`config.mk`:
```
export PLATFORM = sky130hd
export DESIGN_NAME = mem_port_arbiter
export DESIGN_NICKNAME = d
export VERILOG_FILES = /design/src/rtl/mem_port_arbiter.sv
export SDC_FILE = /design/constraint.sdc
export NUM_CORES = 1
export LEC_CHECK = 0
export CORE_MARGIN = 10
export CORE_UTILIZATION = 30
export CTS_CLUSTER_SIZE = 40
export DETAILED_ROUTE_END_ITERATION = 12
export DONT_BUFFER_PORTS = 1
export MAX_ROUTING_LAYER = met4
export PLACE_DENSITY = 0.43
export SYNTH_ARGS = -nofsm -noshare
export SYNTH_HDL_FRONTEND = slang
export SYNTH_SLANG_ARGS = --single-unit
```
`constraint.sdc`:
```
create_clock -name i_clk -period 4.2 [get_ports i_clk]
set_clock_uncertainty 0.05 [all_clocks]
set_input_delay 0.63 -clock i_clk [delete_from_list [all_inputs] [get_ports i_clk]]
set_output_delay 0.63 -clock i_clk [all_outputs]
set_load 0.02 [all_outputs]
```
`src/rtl/mem_port_arbiter.sv`:
```
// Four-requester round-robin arbiter sharing one memory port; grant held for a whole transaction.
// Latency: request seen in IDLE at cycle N -> memory strobe at N+1; req_resp is combinational with mem_resp.
// Backpressure: no preemption; other requesters wait while BUSY; one idle cycle between transactions.
//
// Ports:
//   i_clk, i_reset_n                  clock, asynchronous active-low reset
//   i_req_read/i_req_write [3:0]      per-port read/write request
//   i_req_address/i_req_wdata         per-port address/write data, packed, port i in [i]
//   o_req_rdata                       broadcast copy of i_mem_rdata
//   o_req_resp [3:0]                  per-port completion pulse
//   o_mem_read/o_mem_write            shared-port strobes
//   o_mem_address/o_mem_wdata         shared-port address/write data
//   i_mem_rdata, i_mem_resp           shared-port read data and completion
//   o_grant [3:0]                     one-hot owner, 0 when idle
//   o_sel [1:0]                       index of current/last owner
module mem_port_arbiter #(
  parameter int WIDTH = 16
) (
  input  logic                  i_clk,
  input  logic                  i_reset_n,
  input  logic [3:0]            i_req_read,
  input  logic [3:0]            i_req_write,
  input  logic [3:0][WIDTH-1:0] i_req_address,
  input  logic [3:0][WIDTH-1:0] i_req_wdata,
  output logic [WIDTH-1:0]      o_req_rdata,
  output logic [3:0]            o_req_resp,
  output logic                  o_mem_read,
  output logic                  o_mem_write,
  output logic [WIDTH-1:0]      o_mem_address,
  output logic [WIDTH-1:0]      o_mem_wdata,
  input  logic [WIDTH-1:0]      i_mem_rdata,
  input  logic                  i_mem_resp,
  output logic [3:0]            o_grant,
  output logic [1:0]            o_sel
);

  typedef enum logic {IDLE = 1'b0, BUSY = 1'b1} state_t;

  state_t     r_state;
  logic [1:0] r_sel;
  logic [1:0] r_ptr;

  state_t     w_next_state;
  logic [1:0] w_next_sel;
  logic [1:0] w_next_ptr;
  logic [3:0] w_req;
  logic       w_any;
  logic [1:0] w_winner;

  assign w_req       = i_req_read | i_req_write;
  assign w_any       = |w_req;
  assign o_req_rdata = i_mem_rdata;
  assign o_sel       = r_sel;

  // Scan from the highest offset down so the requester closest to r_ptr
  // is the last (and therefore final) assignment.
  always_comb begin
    w_winner = r_ptr;
    for (int k = 3; k >= 0; k--) begin
      if (w_req[r_ptr + 2'(k)]) begin
        w_winner = r_ptr + 2'(k);
      end
    end
  end

  always_ff @(posedge i_clk or negedge i_reset_n) begin
    if (!i_reset_n) begin
      r_state <= IDLE;
      r_sel   <= 2'd0;
      r_ptr   <= 2'd0;
    end else begin
      r_state <= w_next_state;
      r_sel   <= w_next_sel;
      r_ptr   <= w_next_ptr;
    end
  end

  always_comb begin
    w_next_state  = r_state;
    w_next_sel    = r_sel;
    w_next_ptr    = r_ptr;
    o_mem_read    = 1'b0;
    o_mem_write   = 1'b0;
    o_mem_address = '0;
    o_mem_wdata   = '0;
    o_grant       = 4'b0000;
    o_req_resp    = 4'b0000;
    case (r_state)
      IDLE: begin
        if (w_any) begin
          w_next_state = BUSY;
          w_next_sel   = w_winner;
          w_next_ptr   = w_winner + 2'd1;
        end
      end
      BUSY: begin
        o_grant       = 4'b0001 << r_sel;
        o_mem_read    = i_req_read[r_sel];
        o_mem_write   = i_req_write[r_sel];
        o_mem_address = i_req_address[r_sel];
        o_mem_wdata   = i_req_wdata[r_sel];
        if (i_mem_resp) begin
          o_req_resp[r_sel] = 1'b1;
          w_next_state      = IDLE;
        end else if (!w_req[r_sel]) begin
          // Owner withdrew before completion: release without a response.
          w_next_state = IDLE;
        end
      end
      default: begin
        w_next_state = IDLE;
      end
    endcase
  end

endmodule

```
==> results.cfg <==
[yosys]
synthAdderAreaFrac = 0
synth_area_leaders = mux4_2 48%, and2_1 13%, buf_4 8.5%
synth_top_family_by_area = multiplexers
synth-simple-area-share = 0.217
synthMuxAreaShare = 0.497
ys.warnings.count = 0
synthCells = 153
synth_top_area_cell = mux4_2
netlist_area_um2 = 1590
ys_types = 29
synth_nets = 308
ys_seq_area_frac = 0.0785
synthXorXnorAreaFrac = 0.00549
ys_ff_latch = 5
synth_compound_area_frac = 0.0801
synth_top_cell_area_share = 0.480
synth.avg_cell_area_um2 = 10.4

[pwr]
peakVddDrop_v = 0.000373
p_sw_frac = 0.556
leakage_nw = 0.490
intPower_w = 0.000583
p_switching_w = 0.000731
power_density_nw_per_um2 = 849
power_frac_seq = 0.211
pwr-share-clk = 0.068
pwr-share-comb = 0.721

[drt]
wl_per_cell_um = 32.6
drt_iter0_drc = 51
drtAntennaViolNets = 0
dr_total_vias = 1269
wirelength_mm = 6.45
drcViolationCount = 0
post_drt_via_cell_ratio = 6.41
first_pass_iters = 5

[sta]
fin_crit_ns = 2.99
max-slew-margin-rel = 0.321
worst_pin_slew_ns = 1.02
max_freq_mhz = 335
hold_viol = 0
slew_viol_final = 0
period_share = 0.712
setup_viol = 0
setup-tns-final_ns = 0
rsz0062_at_grt = false

[clocking]
cts.reportedPaths.clkPinSlew_ns = 0.04
cts_root_buf = clkbuf_8
clock_tree.buffer_depth = 2
cts_tree = yes
post_cts_resized = 0
postCtsSetupRepairBufs = 0
htreeDepth = 1
cts_hold_buf = 0
numClockSinks = 5
clk_latency_ns = 0.22
numCtsBuffers = 3

[setup_path]
startpoint_type = flip-flop
required_ns = 3.52
critPathMaxStageDelay_ns = 0.92
r2r_start = o_sel[1]
crit_path_end_kind = output port
r2r_slack_ns = 2.20
cp_max_fo = 28
crit_chain = buf_4 > mux4_2 > and2_1
cp_slowest_cell = dfrtp_2
crit_arrival_ns = 2.31
reg2reg_to = r_state
reg2reg_depth = 3
critPathKind = reg -> out

[die]
die_w_um = 92.9
core-area_um2 = 5140
io_pins = 215
die-area_um2 = 8630
rows = 26
initial_core_util = 0.310
die_y_um = 92.9

[layout]
fin_util = 0.301
num_antenna_cells = 0
fill_cells = 552
layout.nets = 284
area_growth_pct = -2.83
drive_gt1_frac = 0.344

[outcome]
outcome = complete, no violations

[placement]
gp_congestion = 0.829
io_buffers = 0
dpl.hpwl_mm = 5.67

[global_routing]
grt.total_usage = 0.135
grt_pass1_vias = 1376
grt_pass1_wl_mm = 8.96
grt_max_degree = 42
grt_remaining_overflow = 0
antenna_found_initial = 0

[flow_run]
maxCapViolations = 0

[min_path]
min_path_type = in -> async
worst max-delay path, delay by kind of cell (launching register included):
kind / cells / cell delay, ns
flops: 1 / 0.92
mux: 1 / 0.54
buf+inv: 1 / 0.38
simple gates: 1 / 0.25
how the worst max path moves through the flow:
stage / startpoint / endpoint / slack (ns) / cells after the start
after floorplan: o_sel[0] / o_mem_address[12] / 1.79 / 4
after global placement: o_sel[0] / o_mem_address[12] / 1.44 / 3
after detailed placement: o_sel[0] / o_mem_address[8] / 1.36 / 3
after CTS: o_sel[0] / o_mem_address[8] / 1.13 / 3
after global routing: o_sel[0] / o_mem_wdata[14] / 1.03 / 3
final: o_sel[0] / o_mem_address[8] / 1.21 / 3
cells in the mapped netlist (all sizes together):
| master | number |
|---|---|
| mux4 | 35 |
| and2 | 34 |
| buf | 25 |
| nor2 | 14 |
| nand2 | 8 |
| o21ai | 6 |
| clkbuf | 5 |
| dfrtp | 5 |
| a21oi | 3 |
| inv | 2 |
| nand2b | 2 |
| o22ai | 2 |
| o2bb2ai | 2 |
| a221oi | 1 |
| a222oi | 1 |
| a31oi | 1 |
| a41o | 1 |
| a41oi | 1 |
| nor4 | 1 |
| o41ai | 1 |
| or2 | 1 |
| or3b | 1 |
| xnor2 | 1 |
state kept, by name, indices dropped and copies added, names as in the netlist:
name and flops:
r_ptr 2, o_sel 2, r_state 1
layer usage:
metal	routed length (um)	GRT usage	share of wire	vias up
met5	0	-	0	-
met4	65	0.0244	0.010	0
met3	835	0.0638	0.13	16
met2	3590	0.255	0.56	105
met1	1950	0.120	0.30	626
li1	-	-	-	522
per-stage QoR:
stage / hold slack, ns / power (W) / cells / instance area, um^2 / setup WS [ns]
after floorplan: 0.284 / 0.00114 / 153 / 1590 / 1.79
after global placement: 0.285 / 0.00122 / 194 / 1500 / 1.44
after detailed placement: 0.285 / 0.00125 / 194 / 1500 / 1.36
after CTS: 0.0489 / 0.00134 / 198 / 1550 / 1.13
after global routing: 0.0451 / 0.00141 / 198 / 1550 / 1.03
final: 0.0557 / 0.00131 / 198 / 1550 / 1.21
cell usage in the layout, fill, tap and decap left out, types with 2 or more instances in the layout:
master	Yosys	routed
nand2_1	8	8
o22ai_1	2	2
nand2b_1	2	2
and2_1	34	34
dfrtp_1	5	3
inv_1	2	2
dfrtp_2	0	2
o21ai_0	5	5
o2bb2ai_1	2	2
a21oi_1	3	3
nor2_1	12	12
clkbuf_8	0	3
mux4_2	34	34
cells by family (layout without fill, tap and decap cells):
family	count (synthesis)	count (layout)
AOI/OAI and AO/OA	19	19
xor gates and xnor gates	1	1
buffers and inverters	32	7
DFF	5	5
muxes	35	35
and+or+nand+nor	61	61
power by group through the flow:
stage	combinational, W	sequential [W]	clock (W)
finish	0.000948	0.000277	0.0000895
global route	0.00101	0.000308	0.0000959
CTS	0.000963	0.000284	0.0000924
detailed placement	0.000960	0.000286	0
global placement	0.000953	0.000271	0
floorplan	0.00104	0.000103	0
cell type report:
cell class	count	area, um^2	share of cell area
tap	70	87.6	0.0565
timing repair buffer	1	7.51	0.00485
sequential	5	128	0.0824
clock buffer	4	45.0	0.0291
inverter	2	7.51	0.00485
multi-input combinational	116	1270	0.822
Note: power is estimated with default switching activity, not from simulation.
